### src/rtl/ring_ctrl_pkg.sv
// Shared state encoding, default timing constants and width helpers for the
// alarm ring controller and its phase timer.
package ring_ctrl_pkg;

    typedef enum logic [1:0] {
        ST_IDLE     = 2'd0,
        ST_RING_ON  = 2'd1,
        ST_RING_OFF = 2'd2,
        ST_SNOOZE   = 2'd3
    } ring_state_e;

    localparam int DEF_ON_TICKS     = 2;
    localparam int DEF_OFF_TICKS    = 1;
    localparam int DEF_MAX_CYCLES   = 30;
    localparam int DEF_SNOOZE_TICKS = 300;
    localparam int DEF_MAX_SNOOZES  = 3;

    // Width needed to hold 0..n; never narrower than one bit.
    function automatic int cnt_width(input int n);
        return (n > 0) ? $clog2(n + 1) : 1;
    endfunction

    function automatic int max3(input int a, input int b, input int c);
        int m;
        m = (a > b) ? a : b;
        return (m > c) ? m : c;
    endfunction

endpackage

### src/rtl/tick_timer.sv
// Tick-enabled phase counter: counts ticks since the last clear and flags the
// tick that completes the current limit.
module tick_timer
    import ring_ctrl_pkg::*;
#(
    parameter int W = 4
) (
    input  logic         clk,
    input  logic         rst_n,
    input  logic         i_tick,
    input  logic         i_clear,
    input  logic [W-1:0] i_limit,
    output logic         o_done
);

    logic [W-1:0] r_cnt;

    // Done fires on the tick that would bring the count up to the limit.
    assign o_done = i_tick && (r_cnt == i_limit - W'(1));

    always_ff @(posedge clk or negedge rst_n) begin
        if (!rst_n) begin
            r_cnt <= '0;
        end else if (i_clear) begin
            r_cnt <= '0;
        end else if (i_tick && (r_cnt != '1)) begin
            r_cnt <= r_cnt + W'(1);
        end
    end

endmodule

### src/rtl/alarm_ring_ctrl.sv
// Alarm ringing sequencer: bursts of tone with silences, user snooze/dismiss,
// and automatic timeout after a fixed number of burst cycles.
module alarm_ring_ctrl
    import ring_ctrl_pkg::*;
#(
    parameter int ON_TICKS     = DEF_ON_TICKS,
    parameter int OFF_TICKS    = DEF_OFF_TICKS,
    parameter int MAX_CYCLES   = DEF_MAX_CYCLES,
    parameter int SNOOZE_TICKS = DEF_SNOOZE_TICKS,
    parameter int MAX_SNOOZES  = DEF_MAX_SNOOZES
) (
    input  logic                                clk,
    input  logic                                rst_n,
    input  logic                                tick,
    input  logic                                trigger,
    input  logic                                snooze,
    input  logic                                dismiss,
    output logic                                ring_on,
    output logic                                active,
    output logic                                snoozing,
    output logic [cnt_width(MAX_SNOOZES)-1:0]   snooze_cnt,
    output logic                                missed
);

    localparam int SNZ_W = cnt_width(MAX_SNOOZES);
    localparam int CYC_W = cnt_width(MAX_CYCLES);
    localparam int PH_W  = cnt_width(max3(ON_TICKS, OFF_TICKS, SNOOZE_TICKS));

    ring_state_e      r_state, w_next;
    logic [CYC_W-1:0] r_cyc, w_cyc_next;
    logic [SNZ_W-1:0] r_snz, w_snz_next;
    logic             r_ring_on, r_active, r_snoozing, r_missed;
    logic             w_timeout, w_done, w_phase_clear, w_snz_ok;
    logic [PH_W-1:0]  w_limit;

    assign w_snz_ok = (r_snz < SNZ_W'(MAX_SNOOZES));

    always_comb begin
        case (r_state)
            ST_RING_OFF: w_limit = PH_W'(OFF_TICKS);
            ST_SNOOZE:   w_limit = PH_W'(SNOOZE_TICKS);
            default:     w_limit = PH_W'(ON_TICKS);
        endcase
    end

    tick_timer #(.W(PH_W)) u_phase (
        .clk     (clk),
        .rst_n   (rst_n),
        .i_tick  (tick),
        .i_clear (w_phase_clear),
        .i_limit (w_limit),
        .o_done  (w_done)
    );

    // Branch order inside each state encodes dismiss > snooze > tick > trigger.
    always_comb begin
        w_next     = r_state;
        w_cyc_next = r_cyc;
        w_snz_next = r_snz;
        w_timeout  = 1'b0;
        case (r_state)
            ST_IDLE: begin
                if (trigger) begin
                    w_next     = ST_RING_ON;
                    w_cyc_next = '0;
                end
            end
            ST_RING_ON: begin
                if (dismiss) begin
                    w_next = ST_IDLE;
                end else if (snooze && w_snz_ok) begin
                    w_next     = ST_SNOOZE;
                    w_snz_next = r_snz + SNZ_W'(1);
                end else if (w_done) begin
                    w_next = ST_RING_OFF;
                end
            end
            ST_RING_OFF: begin
                if (dismiss) begin
                    w_next = ST_IDLE;
                end else if (snooze && w_snz_ok) begin
                    w_next     = ST_SNOOZE;
                    w_snz_next = r_snz + SNZ_W'(1);
                end else if (w_done) begin
                    if (r_cyc == CYC_W'(MAX_CYCLES - 1)) begin
                        w_next    = ST_IDLE;
                        w_timeout = 1'b1;
                    end else begin
                        w_next     = ST_RING_ON;
                        w_cyc_next = r_cyc + CYC_W'(1);
                    end
                end
            end
            ST_SNOOZE: begin
                if (dismiss) begin
                    w_next = ST_IDLE;
                end else if (w_done) begin
                    w_next     = ST_RING_ON;
                    w_cyc_next = '0;
                end
            end
            default: w_next = ST_IDLE;
        endcase
        if (w_next == ST_IDLE) begin
            w_cyc_next = '0;
            w_snz_next = '0;
        end
    end

    assign w_phase_clear = (w_next != r_state) || (r_state == ST_IDLE);

    // Outputs are decoded from the next state so they line up with r_state.
    always_ff @(posedge clk or negedge rst_n) begin
        if (!rst_n) begin
            r_state    <= ST_IDLE;
            r_cyc      <= '0;
            r_snz      <= '0;
            r_ring_on  <= 1'b0;
            r_active   <= 1'b0;
            r_snoozing <= 1'b0;
            r_missed   <= 1'b0;
        end else begin
            r_state    <= w_next;
            r_cyc      <= w_cyc_next;
            r_snz      <= w_snz_next;
            r_ring_on  <= (w_next == ST_RING_ON);
            r_active   <= (w_next != ST_IDLE);
            r_snoozing <= (w_next == ST_SNOOZE);
            r_missed   <= w_timeout;
        end
    end

    assign ring_on    = r_ring_on;
    assign active     = r_active;
    assign snoozing   = r_snoozing;
    assign snooze_cnt = r_snz;
    assign missed     = r_missed;

endmodule

### config.mk
export PLATFORM = sky130hd
export DESIGN_NAME = alarm_ring_ctrl
export DESIGN_NICKNAME = d
export VERILOG_FILES = /design/src/rtl/ring_ctrl_pkg.sv /design/src/rtl/tick_timer.sv /design/src/rtl/alarm_ring_ctrl.sv
export SDC_FILE = /design/constraint.sdc
export NUM_CORES = 1
export LEC_CHECK = 0
export CORE_UTILIZATION = 40
export CTS_CLUSTER_SIZE = 28
export DETAILED_ROUTE_END_ITERATION = 7
export HOLD_SLACK_MARGIN = 0.15
export PLACE_DENSITY = 0.62
export SYNTH_ARGS = -nofsm -noshare
export SYNTH_HDL_FRONTEND = slang
export SYNTH_HIERARCHICAL = 1
export SYNTH_SLANG_ARGS = --single-unit
export TNS_END_PERCENT = 1
### constraint.sdc
create_clock -name clk -period 4.2 [get_ports clk]
set_clock_uncertainty 0.05 [all_clocks]
set_input_delay 0.84 -clock clk [delete_from_list [all_inputs] [get_ports clk]]
set_output_delay 0.84 -clock clk [all_outputs]
set_load 0.03 [all_outputs]
==> impl_metrics.toml, run 1 <==
[status]
status = "finished clean"

[sta]
finalCriticalPeriod_ns = 3.84
fin_tns_setup_ns = 0
grt_setup_unrepaired = "no"
setup_violations = 0
maxSlewViolCount = 0
maxSlewHeadroom_pct = 33.9
max_freq_mhz = 260
tightest_slew_ns = 0.989
hold_viol_final = 0
finalCritPeriodShare_pct = 91.5

[place]
dp_hpwl_mm = 2.53
gp_congestion = 0.813
port_buffers = 11

[power_and_ir_drop]
power_frac_clock_pct = 18.6
ir_worst_vdd_v = 0.000395
p_sw_w = 0.000429
power.leakage_nw = 0.848
internal-power_w = 0.000620
power_density_nw_per_um2 = 558
power_w = 0.00105
switching_share_pct = 40.9
combPwrFrac_pct = 54.9
seqPwrFrac_pct = 26.5

[grt]
grt_pass1_vias = 1296
grt_first_pass_wirelength_mm = 5.69
overflow = 0
antenna_found_initial = 0
track_usage_pct = 17.1
grt_start_max_net_pins = 23

[worst_hold_path]
hp-class = "flop to flop"

[yosys]
synthSimpleGateAreaFrac_pct = 24.7
synth-adder-area-share_pct = 7.87
synth_top_cell_area_share_pct = 34.6
synthTopCellsByArea = "dfrtp_1, ha_1, xor2_1"
synth_compound_area_share_pct = 12.1
synth_mux_area_share_pct = 3.15
synth_top_family_by_area = "simple AND/OR/NAND/NOR gates"
ys_warn_count = 6
async_flop_share_pct = 100
synth-main-ff-cell = "dfrtp_1"
yosys_register_bits = 22
synth-edff-count = 0
synth_area_sq_um = 1590
yosysSeqAreaShare_pct = 34.6
synthCells = 179
synthXorXnorAreaFrac_pct = 11.6
avgSynthCellArea_sq_um = 8.88
synth_top_area_cell = "dfrtp_1"
synth.distinct_cells = 46

[final_layout]
antenna_cells = 0
syn_to_final_growth_pct = 18.2
fillers = 377
layout-drive-gt1-share_pct = 8.96
nets = 218

[drt]
first_pass_iters = 4
post_drt_wl_per_cell_um = 13.4
drtIter0Drc = 36
vias_per_cell = 5.20
wirelength_mm = 3.33
vias = 1294
ant_nets = 0
drcViolationCount = 0

[clock_tree]
ctsHoldBuffers = 0
cts_tree = "done"
cts_root_buf = "clkbuf_8"
cts_made_buffers = 3
clock-sinks = 22
htreeDepth = 1
clk_path_buf_depth = 2
worstSkewPairLatency_ns = 0.26
cts.clk_slew.worst_paths_ns = 0.08

[critical_path]
end_kind = "flop"
cp.required_ns = 4.32
crit_fanout = 8
rrSetupSlack_ns = 0.36
critPathKind = "flop to flop"
cp.arrival_ns = 3.97
startpoint_type = "flop"

[floorplanning]
die_y_um = 65.1
die_width_um = 65.1
core.rowCount = 22
coreArea_sq_um = 3740
dieArea_sq_um = 4230
ios = 12
start_util_pct = 42.5

[run]
drv_cap = 0
## cell usage in the layout (no fill, tap or decap), types with 4 or more instances in the layout
cell type        count
buf_4                7
clkdlybuf4s50_1     11
conb_1               8
dfrtp_1             21
ha_1                 9
inv_1               10
mux2i_1              5
nand2_1              9
nand2b_1             4
nand3_1              5
nand4_1              5
nor2_1              23
nor2b_1              8
nor3_1               6
o21ai_0              8
xnor2_1             10
xor2_1              11
## what timing repair did
action	4_1_cts	5_1_grt
endpoints found under the setup margin	0	2
buffers inserted	0	2
gates resized for setup	0	3
## cell type report
class | instances | area, sq um | area share (%)
repair buffers | 18 | 163 | 8.66
well taps | 48 | 60.1 | 3.20
clock buffers | 3 | 41.3 | 2.20
flip-flops and latches | 22 | 552 | 29.4
inverters | 11 | 55.1 | 2.93
clock inverters | 1 | 30.0 | 1.60
multi-input cells | 146 | 978 | 52.1
## per-stage QoR
step	hold slack (ns)	util, %	setup slack [ns]	instances	instance area [sq um]
5_1_grt	0.570	50.2	0.0484	249	1880
3_3_place_gp	0.481	47.8	0.455	243	1790
3_5_place_dp	0.495	47.8	0.175	243	1790
2_1_floorplan	0.479	-	0.184	186	1620
6_report	0.528	50.2	0.355	249	1880
4_1_cts	0.527	49.7	0.177	247	1860
## Yosys cell counts (6+ instances only)
master	count
nor2_1	23
dfrtp_1	22
xor2_1	11
ha_1	10
inv_1	10
xnor2_1	10
nand2_1	9
nor2b_1	8
o21ai_0	8
nor3_1	6
## per-layer routing
layer  routed length [um]  vias to the layer above  global-route usage [%]
met2                 1790                       13                    33.7
met4                    0                        0                    1.36
met5                    0                        -                       0
met3                   90                        0                    3.70
met1                 1450                      621                    19.3
li1                     -                      660                       -
## power by group through the flow
stage          Combinational [W]  Sequential, W  Clock, W
3_3_place_gp            0.000551       0.000277         0
4_1_cts                 0.000576       0.000277  0.000201
2_1_floorplan           0.000403       0.000303         0
3_5_place_dp            0.000574       0.000280         0
6_report                0.000576       0.000278  0.000195
5_1_grt                 0.000644       0.000283  0.000208
## worst paths after layout
check | startpoint | endpoint | cells after the start
worst max-delay path | r_state[0] | r_cyc[3] | 14
worst min-delay path | snooze_cnt[1] | snooze_cnt[1] | 2
worst max register to register | r_state[0] | r_cyc[3] | 14
worst min register to register | snooze_cnt[1] | snooze_cnt[1] | 2
max in group asynchronous | rst_n | r_state[0] | 1
min in group asynchronous | rst_n | u_phase/r_cnt[3] | 1
## cells by family (layout without fill, tap and decap cells)
kind of cell / Yosys count / count (layout)
buffers and inverters: 18 / 33
AND/OR/NAND/NOR: 75 / 75
multiplexers: 5 / 5
XOR/XNOR: 21 / 21
flip-flops: 22 / 22
adder cells (fa/ha/maj): 10 / 10
other: 1 / 8
AO/OA/AOI/OAI: 27 / 27
## flip-flops by register name (all words and copies together), names as in the netlist
register       cells
r_state            2
u_phase/r_cnt      9
snooze_cnt         2
ring_on            1
r_cyc              5
missed             1
active             1
snoozing           1
## critical path: stages, from the launching register on
cell       delay (ns)
dfrtp_2          0.46
inv_1            0.12
ha_1             0.20
nor2_1           0.08
inv_1            0.06
ha_2             0.25
nand2_1          0.06
or4_1            0.39
a2111oi_0        0.37
and4_2           0.35
nand2b_1         0.09
a22o_1           0.21
or3_1            0.46
or3_1            0.38
a211oi_1         0.24
(Power assumes the default switching activity.)
==> run 2, diff against run 1 <==
--- a/config.mk
+++ b/config.mk
@@ -9,7 +9,7 @@
 export CTS_CLUSTER_SIZE = 28
 export DETAILED_ROUTE_END_ITERATION = 7
 export HOLD_SLACK_MARGIN = 0.15
-export PLACE_DENSITY = 0.62
+export PLACE_DENSITY = 0.6
 export SYNTH_ARGS = -nofsm -noshare
 export SYNTH_HDL_FRONTEND = slang
 export SYNTH_HIERARCHICAL = 1
==> constraint.sdc (replaced) <==
create_clock -name clk -period 3.6 [get_ports clk]
set_clock_uncertainty 0.05 [all_clocks]
set_input_delay 0.72 -clock clk [delete_from_list [all_inputs] [get_ports clk]]
set_output_delay 0.72 -clock clk [all_outputs]
set_load 0.03 [all_outputs]
==> run 2 against run 1 <==
Global-route usage is 1.9 points higher. Clock-buffer cell count did not move. Non-clock buffer count grew 4. Register-to-register slack got worse by 0.22 ns. Sequential share of layout area down 1.7 points. Critical path type unchanged. Critical endpoint unchanged.
==> impl_metrics.toml, run 2 (synthesized netlist as in run 1, its figures left out) <==
[sta]
max_freq_mhz = 289
maxSlewHeadroom_pct = 35.2
hold_viol_final = 0
finalCriticalPeriod_ns = 3.46
grt_setup_unrepaired = "yes"
whs_ns = 0.527
tightest_slew_ns = 0.969
maxSlewViolCount = 0
setup_violations = 0
finalCritPeriodShare_pct = 96.2
fin_ws_ns = 0.136
fin_tns_setup_ns = 0

[final_layout]
finalNonFillerCells = 253
layout_common_cells = "nor2_1, dfrtp_1, clkdlybuf4s50_1, buf_4, xor2_1"
nets = 222
top_register = "u_phase/r_cnt"
syn_to_final_growth_pct = 25.8
final_util_pct = 53.4
largest_register_ffs = 9
fillers = 366
mostFrequentLayoutCell = "nor2_1"
reg_top3 = "u_phase/r_cnt (9), r_cyc (5)"
antenna_cells = 0
layout-drive-gt1-share_pct = 16.1

[grt]
track_usage_pct = 19.0
grt_start_max_net_pins = 23
grt_pass1_vias = 1474
overflow = 0
grt_first_pass_wirelength_mm = 6.24
antenna_found_initial = 0

[worst_hold_path]
hp-class = "flop to flop"
worstHoldStart = "r_cyc[4]"

[clock_tree]
htreeDepth = 1
cts.clk_slew.worst_paths_ns = 0.09
clk_path_buf_depth = 2
cts_made_buffers = 3
cts_root_buf = "clkbuf_8"
ctsHoldBuffers = 0
cts_tree = "done"
clock-sinks = 22
worstSkewPairLatency_ns = 0.27

[drt]
post_drt_wl_per_cell_um = 13.8
first_pass_iters = 4
wirelength_mm = 3.49
drcViolationCount = 0
ant_nets = 0
vias_per_cell = 5.39
drtIter0Drc = 51
vias = 1363

[power_and_ir_drop]
power_frac_clock_pct = 17.2
internal-power_w = 0.000798
combPwrFrac_pct = 58.6
p_sw_w = 0.000572
ir_worst_vdd_v = 0.000386
switching_share_pct = 41.7
seqPwrFrac_pct = 24.3
power_density_nw_per_um2 = 685
power.leakage_nw = 0.878

[place]
dp_slack_ns = -0.0593
port_buffers = 11
dp_hpwl_mm = 2.62
gp_congestion = 0.809
post-place-cells = 247

[floorplanning]
dieArea_sq_um = 4230
coreArea_sq_um = 3740
ios = 12
die_y_um = 65.1
start_util_pct = 42.5
core.rowCount = 22
die_width_um = 65.1

[status]
status = "finished clean"

[critical_path]
startpoint_type = "flop"
startpoint = "r_state[0]"
rrSetupSlack_ns = 0.14
critPathKind = "flop to flop"
cp.arrival_ns = 3.60
cp.required_ns = 3.74
r2r-start = "r_state[0]"
end_kind = "flop"
crit_fanout = 5

[run]
drv_cap = 0
## run 2: cell types whose count changed in the layout (fill, tap and decap cells not counted), sizes merged
cell / change
buf: +4
## run 2: repair_timing
action                     CTS  global route
setup buffers                1             1
gates resized for setup      3            15
setup endpoints to repair    2            17
pin swaps                    2             2
## run 2: final timing paths
check / end / cells after the start
max: r_cyc[3] / 14
min: r_cyc[4] / 2
max reg2reg: r_cyc[3] / 14
min reg2reg: r_cyc[4] / 2
max in group asynchronous: r_state[1] / 1
min in group asynchronous: u_phase/r_cnt[2] / 1
## run 2: final cells by class
type                            instances  area [sq um]  share of cell area (%)
Clock buffer                            3          41.3                    2.06
Clock inverter                          1          30.0                    1.50
Inverter                               11          57.6                    2.88
Multi-Input combinational cell        146          1070                    53.3
Sequential cell                        22           553                    27.6
Tap cell                               48          60.1                    3.00
Timing Repair Buffer                   22           193                    9.63
## run 2: critical path, cell delays in order (launching register included)
cell	delay, ns
dfrtp_2	0.47
inv_4	0.09
ha_4	0.16
nor2_4	0.05
inv_1	0.08
ha_4	0.16
nand2_1	0.06
or4_4	0.44
a2111oi_4	0.32
and4_4	0.29
nand2b_1	0.08
a22o_1	0.22
or3_4	0.38
or3_1	0.37
a211oi_2	0.19
## run 2: per-stage QoR
| step | total power [W] | instance area [sq um] |
|---|---|---|
| after global placement | 0.00102 | 1850 |
| after global routing | 0.00148 | 2000 |
| after CTS | 0.00130 | 1930 |
| after detailed placement | 0.00105 | 1850 |
| final | 0.00137 | 2000 |
| after floorplan | 0.000874 | 1660 |
## run 2: layer usage
metal	track usage [%]	routed length, um
met1	19.9	1400
met4	9.78	125
met3	2.99	119
met5	0	0
met2	35.9	1850
## run 2: power groups by stage
| stage | registers [W] | clock network [W] | logic (W) |
|---|---|---|---|
| floorplan | 0.000363 | 0 | 0.000512 |
| global placement | 0.000333 | 0 | 0.000689 |
| detailed placement | 0.000336 | 0 | 0.000710 |
| CTS | 0.000329 | 0.000240 | 0.000732 |
| global route | 0.000338 | 0.000247 | 0.000890 |
| finish | 0.000332 | 0.000235 | 0.000803 |
==> run 3, diff against run 2 <==
--- a/config.mk
+++ b/config.mk
@@ -10,6 +10,7 @@
 export DETAILED_ROUTE_END_ITERATION = 7
 export HOLD_SLACK_MARGIN = 0.15
 export PLACE_DENSITY = 0.6
+export RECOVER_POWER = 100
 export SYNTH_ARGS = -nofsm -noshare
 export SYNTH_HDL_FRONTEND = slang
 export SYNTH_HIERARCHICAL = 1
==> run 3 against run 2 <==
Die area stayed put. Via count is the same. Design area unchanged. Final cell count is the same. Combinational power is 0.9% lower. Register-to-register slack barely moved. Global-route usage unchanged. Routed wire length down 0.11%. Core utilization did not move. Highest routed layer unchanged.
==> impl_metrics.toml, run 3 (synthesized netlist as in run 1, its figures left out) <==
[final_layout]
finalNonFillerCells = 253
nets = 222
largest_register_ffs = 9
regArea_sq_um = 553
reg_top3 = "u_phase/r_cnt (9), r_cyc (5)"
syn_to_final_growth_pct = 25.8
fillers = 366
layout_common_cells = "nor2_1, dfrtp_1, buf_4, xor2_1, xnor2_1"
multi_input_area_sq_um = 1070
top_register = "u_phase/r_cnt"
antenna_cells = 0
mostFrequentLayoutCell = "nor2_1"
layout-drive-gt1-share_pct = 16.1

[power_and_ir_drop]
power_density_nw_per_um2 = 681
ir_worst_vdd_v = 0.000386
power.leakage_nw = 0.893

[sta]
fin_tns_setup_ns = 0
finalCriticalPeriod_ns = 3.46
fin_ws_ns = 0.135
finalCritPeriodShare_pct = 96.2
setup_violations = 0
maxSlewHeadroom_pct = 34.5
tightest_slew_ns = 0.979
hold_viol_final = 0
max_freq_mhz = 289
whs_ns = 0.527
grt_setup_unrepaired = "yes"
maxSlewViolCount = 0

[critical_path]
startpoint_type = "flop"
slowest_stage = "dfrtp_2"
crit_path_max_incr_delay_ns = 0.47
critPathKind = "flop to flop"
cp_cell_sequence = "inv_4 > ha_4 > nor2_4 > inv_1 > ha_4 > nand2_1 > or4_4 > a2111oi_4 > and4_4 > nand2b_1 > a22o_1 > or3_4 > or3_1 > a211oi_2"
crit_fanout = 5
cp.arrival_ns = 3.60
r2r_end = "r_cyc[3]"
crit_buf_inv = 2
rrSetupSlack_ns = 0.14
cp_top_family = "simple AND/OR/NAND/NOR gates"
reg2regPathDepth = 14
r2r-start = "r_state[0]"
crit_top_cell = "ha_4"
cp.required_ns = 3.74
end_kind = "flop"

[floorplanning]
ios = 12
core.rowCount = 22
die_width_um = 65.1
dieArea_sq_um = 4230
start_util_pct = 42.5
coreArea_sq_um = 3740
die_y_um = 65.1

[run]
drv_cap = 0

[worst_hold_path]
hold_end = "r_cyc[4]"
hp-class = "flop to flop"
min_path_cells = 2
worstHoldStart = "r_cyc[4]"

[clock_tree]
cts.clk_slew.worst_paths_ns = 0.09
cts_made_buffers = 3
clk_path_buf_depth = 2
cts_root_buf = "clkbuf_8"
htreeDepth = 1
clock-sinks = 22
cts_tree = "done"
worstSkewPairLatency_ns = 0.27

[place]
port_buffers = 11
post-place-cells = 247
gp_congestion = 0.809
dp_slack_ns = -0.0593
dp_hpwl_mm = 2.62

[drt]
first_pass_iters = 4
wirelength_mm = 3.49
drtIter0Drc = 51
post_drt_wl_per_cell_um = 13.8
drcViolationCount = 0
vias = 1363
ant_nets = 0
vias_per_cell = 5.39

[grt]
grt_use_met2_pct = 35.9
overflow = 0
antenna_found_initial = 0
grt_pass1_vias = 1474
track_usage_pct = 19.0
grt_start_max_net_pins = 23
grt_first_pass_wirelength_mm = 6.24
busiest_layer = "met2"
grt_use_met1_pct = 19.9
use_met3_pct = 2.99

[status]
status = "finished clean"
==> run 3: layout make-up <==
type	instances	share of cell area (%)
clock buffers	3	2.06
inverters	11	2.88
clock inverters	1	1.50
flip-flops and latches	22	27.6
repair buffers	22	9.63
well taps	48	3.00
multi-input cells	146	53.3
==> run 3: stage by stage <==
step / cell area [sq um] / utilization [%] / total power [W]
final: 2000 / 53.4 / 0.00136
after global routing: 2000 / 53.4 / 0.00147
after CTS: 1930 / 51.6 / 0.00130
after detailed placement: 1850 / 49.3 / 0.00105
after global placement: 1850 / 49.3 / 0.00102
after floorplan: 1660 / - / 0.000874
==> run 3: worst max-delay path by stage <==
stage | start | to | slack [ns] | cells after the start
6_report | r_state[0] | r_cyc[3] | 0.14 | 14
2_1_floorplan | r_state[0] | r_cyc[3] | -0.05 | 17
3_5_place_dp | r_state[0] | r_cyc[4] | -0.06 | 15
4_1_cts | r_state[1] | r_cyc[3] | 0.002 | 13
5_1_grt | r_state[0] | r_cyc[3] | -0.04 | 14
3_3_place_gp | r_state[1] | r_cyc[4] | 0.14 | 14
==> run 3: where the power goes <==
group          switching [W]  internal (W)
clock              0.0000860      0.000149
combinational       0.000441      0.000356
sequential         0.0000438      0.000288
==> run 3: tightest hold or removal path: cells and delay by family (launching register included) <==
family / cells / cell delay, ns
flip-flops: 1 / 0.40
AO/OA/AOI/OAI: 2 / 0.15
==> run 3: timing repair <==
action / in CTS / in global routing
pin swaps: 2 / 2
gates resized for setup: 3 / 15
setup endpoints to repair: 2 / 17
hold buffers: 0 / 0
setup buffers: 1 / 1
gates cloned: 0 / 0
endpoints found under the hold margin: 0 / 0
==> run 3: per-layer routing <==
layer	share of wire (%)	wire length, um
met2	53	1850
met1	40	1400
met3	3.4	118
met4	3.6	125
met5	0	0
